[src/rtl/arb_pkg.sv]
// Shared constants and state type for the round-robin arbiter.
// Imported by rr_arbiter8; rr_pick takes its defaults from here.
package arb_pkg;

  localparam int N = 8;
  localparam int IDW = $clog2(N);
  localparam int MAX_HOLD_DEF = 15;

  typedef enum logic {
    IDLE,
    BUSY
  } state_t;

endpackage

[src/rtl/rr_pick.sv]
// Rotating-priority pick: first set bit of req at or after ptr, wrapping.
// Ports: req, ptr in; id (winner), found (req != 0) out; id=0 if none.
module rr_pick #(
  parameter int N   = arb_pkg::N,
  parameter int IDW = arb_pkg::IDW
) (
  input  logic [N-1:0]   req,
  input  logic [IDW-1:0] ptr,
  output logic [IDW-1:0] id,
  output logic           found
);

  logic [IDW-1:0] idx;

  // Scan furthest offset first so the nearest hit is written last.
  always_comb begin
    id    = '0;
    found = 1'b0;
    idx   = '0;
    for (int i = N - 1; i >= 0; i--) begin
      idx = IDW'((int'(ptr) + i) % N);
      if (req[idx]) begin
        id    = idx;
        found = 1'b1;
      end
    end
  end

endmodule

[src/rtl/rr_arbiter8.sv]
// Round-robin arbiter with hold-until-release and hold timeout.
// Ports: clk, rst, en, req, rel in; gnt, gnt_id, gnt_valid, timeout out.
module rr_arbiter8 #(
  parameter int N        = arb_pkg::N,
  parameter int IDW      = arb_pkg::IDW,
  parameter int MAX_HOLD = arb_pkg::MAX_HOLD_DEF
) (
  input  logic           clk,
  input  logic           rst,
  input  logic           en,
  input  logic [N-1:0]   req,
  // owner is finished; "release" itself is a reserved word
  input  logic           rel,
  output logic [N-1:0]   gnt,
  output logic [IDW-1:0] gnt_id,
  output logic           gnt_valid,
  output logic           timeout
);

  import arb_pkg::*;

  localparam int HW = (MAX_HOLD > 0) ? $clog2(MAX_HOLD + 1) : 1;
  localparam logic [HW-1:0] LAST =
    (MAX_HOLD > 0) ? HW'(MAX_HOLD - 1) : '0;
  localparam logic [IDW-1:0] TOP = IDW'(N - 1);
  localparam logic [N-1:0] ONE = {{(N-1){1'b0}}, 1'b1};

  state_t         state;
  logic [IDW-1:0] ptr;
  logic [HW-1:0]  hold_cnt;
  logic [IDW-1:0] pick_id;
  logic           found;
  logic           stop;
  logic           expire;

  rr_pick #(
    .N   (N),
    .IDW (IDW)
  ) u_pick (
    .req   (req),
    .ptr   (ptr),
    .id    (pick_id),
    .found (found)
  );

  // Owner-side reasons to end; these override the timeout pulse.
  assign stop   = rel | ~req[gnt_id] | ~en;
  assign expire = (MAX_HOLD != 0) && (hold_cnt == LAST);

  always_ff @(posedge clk) begin
    if (rst) begin
      state     <= IDLE;
      ptr       <= '0;
      hold_cnt  <= '0;
      gnt       <= '0;
      gnt_id    <= '0;
      gnt_valid <= 1'b0;
      timeout   <= 1'b0;
    end else begin
      timeout <= 1'b0;
      case (state)
        IDLE: begin
          if (en && found) begin
            gnt       <= ONE << pick_id;
            gnt_id    <= pick_id;
            gnt_valid <= 1'b1;
            hold_cnt  <= '0;
            state     <= BUSY;
          end
        end
        BUSY: begin
          if (stop || expire) begin
            gnt       <= '0;
            gnt_id    <= '0;
            gnt_valid <= 1'b0;
            timeout   <= ~stop;
            ptr       <= (gnt_id == TOP) ? '0 : gnt_id + 1'b1;
            state     <= IDLE;
          end else if (MAX_HOLD != 0) begin
            hold_cnt <= hold_cnt + 1'b1;
          end
        end
      endcase
    end
  end

  a_gnt_id : assert property (@(posedge clk) disable iff (rst)
    gnt == (gnt_valid ? (ONE << gnt_id) : '0));
  a_onehot : assert property (@(posedge clk) disable iff (rst)
    $onehot0(gnt));
  a_busy : assert property (@(posedge clk) disable iff (rst)
    gnt_valid |-> state == BUSY);

endmodule

[config.mk]
export PLATFORM = sky130hd
export DESIGN_NAME = rr_arbiter8
export DESIGN_NICKNAME = d
export VERILOG_FILES = /design/src/rtl/arb_pkg.sv /design/src/rtl/rr_pick.sv /design/src/rtl/rr_arbiter8.sv
export SDC_FILE = /design/constraint.sdc
export NUM_CORES = 1
export LEC_CHECK = 0
export ABC_AREA = 0
export BUFFER_PORTS_ARGS = -buffer_cell sky130_fd_sc_hd__buf_2
export CORE_ASPECT_RATIO = 1.75
export CORE_UTILIZATION = 55
export DETAILED_ROUTE_END_ITERATION = 10
export GPL_TIMING_DRIVEN = 0
export PLACE_DENSITY = 0.76
export RECOVER_POWER = 25
export SYNTH_ARGS = -nofsm -noshare
export SYNTH_HDL_FRONTEND = slang
export SYNTH_SLANG_ARGS = --single-unit
[constraint.sdc]
create_clock -name clk -period 3.4 [get_ports clk]
set_input_delay 0.68 -clock clk [delete_from_list [all_inputs] [get_ports clk]]
set_output_delay 0.68 -clock clk [all_outputs]
set_load 0.01 [all_outputs]
==> summary.txt <==
Synth
  – Adder-cell area share of the yosys netlist: 3.57%
  – Synth Area in XOR/XNOR: roughly 3.0%
  – Top cells by area, synth: dfxtp_1 20%, mux4_2 14%, mux2i_1 7.6%
  – Compound-Gate Fraction of Synth Area: between 10% and 20%
  – Post-Syn Instances: 214
  – Commonest cells in the netlist: 21 x dfxtp_1, 18 x a21oi_1, 17 x nand2_1
  – Multiplexer area fraction after synthesis: 32.3%
  – EDFF count, synth: 0
  – Post-Syn Nets: 232
  – Post-synth top area share: 20.0%
  – Post-synthesis sequential area ratio: 20.0%
  – Yosys cell types: 64
  – Top FF cell, synth: dfxtp_1
  – Largest area contributor in the netlist: dfxtp_1
  – Mapped cell area: 0.00210 mm^2
  – Synth Area in Simple Gates: approximately 17%
  – FFs w/ async S/R, synth: 0%
  – Ys Warns: 0
  – #FFs+latches synth: 21
  – Count leader, synth: dfxtp_1
  – Main combinational cell family by area after synthesis: multiplexers
  – Post-Syn Area per Cell: approximately 9.8 um^2

Clock network
  – Clock Path Buffers: 2
  – Reg clk slew, reported paths: about 0.08 ns
  – Clk_lat worst skew: approximately 0.26 ns
  – CTS sink cnt: 21
  – H-tree Lvls: 1
  – CTS tree: yes
  – Root Buffer: clkbuf_8
  – Num CTS Buffers: 3

Floorplan
  – Initial core utilization: slightly below 60%
  – Die area: approximately 0.0041 mm^2
  – I/O pin cnt: 25
  – Row cnt: 29
  – Total core area: 0.00363 mm^2
  – Chip Width: 48.7 um
  – Die extent in y: 83.8 um

Setup path
  – CP startpoint kind: flop
  – RR Startpoint: ptr[0]$_SDFFE_PP0P_
  – CP peak stage delay: roughly 0.63 ns
  – Worst reg-to-reg path cell count: 11
  – Critical Path RT: 3.56 ns
  – Kind of critical path: reg -> reg
  – Worst R2R Setup Slack: between 0.1 and 0.15 ns
  – Worst Setup End Kind: flop
  – Reg2reg end: gnt[3]$_SDFFE_PP0P_
  – Critical path's top delay family: simple AND/OR/NAND/NOR gates
  – CP arrival: around 3.4 ns
  – Slowest cell on crit path: mux4_1
  – Worst-path fanout max: 10
  – Most frequent CP cell: buf_6
  – CP Cell Sequence: buf_6, buf_12, inv_4, ha_1, buf_6, mux4_1, nor4_4, nor4_1, a211o_1, or3_4, a32o_1
  – Buf/Inv on CP: 4

Job
  – Max-Cap Viols: 0

Hold path
  – Hold_sp: gnt[5]$_SDFFE_PP0P_
  – Hold EP: gnt[5]$_SDFFE_PP0P_
  – Worst hold path type: reg -> reg
  – Worst Hold Path Cells: 2

Route
  – Drt initial violations: 54
  – Wire length per cell: 18.8 um
  – Final ANT Viol Nets: 0
  – Via-to-Cell Ratio: 6.47
  – Remaining DRCs: 0
  – Wirelength, routed: between 5000 and 6000 um
  – Vias: about 1900
  – Drt pass-1 iters: 4

Finish
  – Syn-to-layout area delta: 13.2%
  – Fin nets: 262
  – Layout cell share with drive strength beyond 1: 32.9%
  – # diodes: 0
  – Util after Layout: 65.6%

STA
  – Max_slew headroom: 64.9%
  – RSZ-0062 raised after global routing: no
  – Clk_skew: 0.00507 ns
  – Setup TNS: 0 ns
  – Max Freq: 306 MHz
  – Hold Vio Cnt, Final: 0
  – Finish-stage setup viols: 0
  – Period Utilization, post-route: 96.2%
  – Final worst slack: 0.129 ns
  – Tightest Pin Transition: 0.526 ns
  – Worst hold margin: roughly 0.46 ns
  – Fin. max-slew vios: 0
  – Minimum clock period: about 3.3 ns

Placed design
  – # port buffers: 22
  – GP Congestion: between 0.9 and 1
  – DP HPWL: 4190 um
  – Place WS: -0.243 ns

Power and ir drop
  – Worst IR Drop VDD: 0.343 mV
  – Leakage power: 0.886 nW
  – Power Dens Cells: 331 mW/mm^2

GRT
  – Largest net degree at the start of global routing: 13
  – Initial antenna violation count: 0
  – GRT Residual Overflow: 0
  – First-pass GRT wire length: 8800 um
  – Number of global-route vias before repair: about 1800
  – Total GRT Usage: approximately 28%

Run status
  – Status: complete, no violations
## kinds of logic after synthesis
logic type,count (synthesis)
fa+ha+maj,6
compound gates,49
simple gates,66
xor+xnor,5
buf+inv,24
flops,21
mux,43
## what timing repair did
action	CTS	global route
pin swaps	0	4
endpoints found under the setup margin	9	9
setup buffers	0	3
hold buffers	0	0
gates resized for setup	3	8
## worst reg2reg max path, delay by kind of cell (launching register included)
family / cells / cell delay [ns]
AND/OR/NAND/NOR: 3 / 0.91
multiplexers: 1 / 0.63
AO/OA/AOI/OAI: 2 / 0.54
buffers and inverters: 4 / 0.44
flip-flops: 1 / 0.34
adder cells (fa/ha/maj): 1 / 0.30
## metrics by stage
| step | std cells | cell area (um^2) | total power, mW |
|---|---|---|---|
| CTS | 286 | 2330 | 0.767 |
| detailed placement | 282 | 2270 | 0.604 |
| global route | 289 | 2380 | 0.830 |
| global placement | 282 | 2270 | 0.598 |
| floorplan | 214 | 2100 | 0.528 |
| finish | 289 | 2380 | 0.787 |
## metal layers
| metal | vias to the layer above | global-route usage, % | wire length, um |
|---|---|---|---|
| li1 | 884 | - | - |
| met1 | 919 | 29.6 | 2040 |
| met2 | 49 | 53.2 | 3050 |
| met3 | 17 | 1.28 | 148 |
| met4 | 0 | 12.8 | 188 |
| met5 | - | 0 | 0 |
## area by class of cell
cell class	instances	area [um^2]
Multi-Input combinational cell	169	1580
Fill cell	331	1250
Sequential cell	21	423
Timing Repair Buffer	25	123
Buffer	15	110
Tap cell	46	57.6
Clock buffer	3	41.3
Inverter	9	37.5
Clock inverter	1	5.00
## cells in the final DEF, fill, tap and decap left out, types with 2 or more instances in the layout
master	count
nor4_1	3
mux2i_1	15
and3_1	3
xor2_1	3
inv_1	6
mux4_2	13
ha_1	6
mux4_1	2
clkbuf_1	13
nor3_1	5
dfxtp_1	19
nand4b_1	3
nor2_1	15
dfxtp_2	2
o31ai_1	4
mux4_4	2
o21ai_0	3
o21a_2	2
a21oi_1	17
a32o_1	3
mux2_2	6
buf_6	3
clkinv_2	2
buf_2	16
nand3b_1	2
nand3_1	6
mux2_4	3
buf_4	4
clkbuf_4	2
nand2_1	17
clkbuf_8	3
## report_power, final
group          internal (mW)  leakage [nW]  switching [mW]
clock                 0.0816        0.0255          0.0801
sequential             0.258         0.171          0.0108
combinational          0.165         0.689           0.191
total                  0.505         0.886           0.282
## state kept, by name (all words and copies together), names as in the netlist
register and cells:
ptr 3, timeout 1, gnt 8, state 1
gnt_id 3, gnt_valid 1, hold_cnt 4
## how the worst max path moves through the flow
stage,from,slack [ns],endpoint,cells past startpoint
2_1_floorplan,ptr[0]$_SDFFE_PP0P_,0.32,gnt[6]$_SDFFE_PP0P_,12
3_3_place_gp,ptr[1]$_SDFFE_PP0P_,-0.20,gnt[5]$_SDFFE_PP0P_,11
4_1_cts,ptr[0]$_SDFFE_PP0P_,0.01,gnt[6]$_SDFFE_PP0P_,12
3_5_place_dp,ptr[1]$_SDFFE_PP0P_,-0.24,gnt[1]$_SDFFE_PP0P_,11
6_report,ptr[0]$_SDFFE_PP0P_,0.13,gnt[3]$_SDFFE_PP0P_,11
5_1_grt,ptr[0]$_SDFFE_PP0P_,0.0007,gnt[4]$_SDFFE_PP0P_,12
No activity file was read; power rests on OpenSTA's default activity.
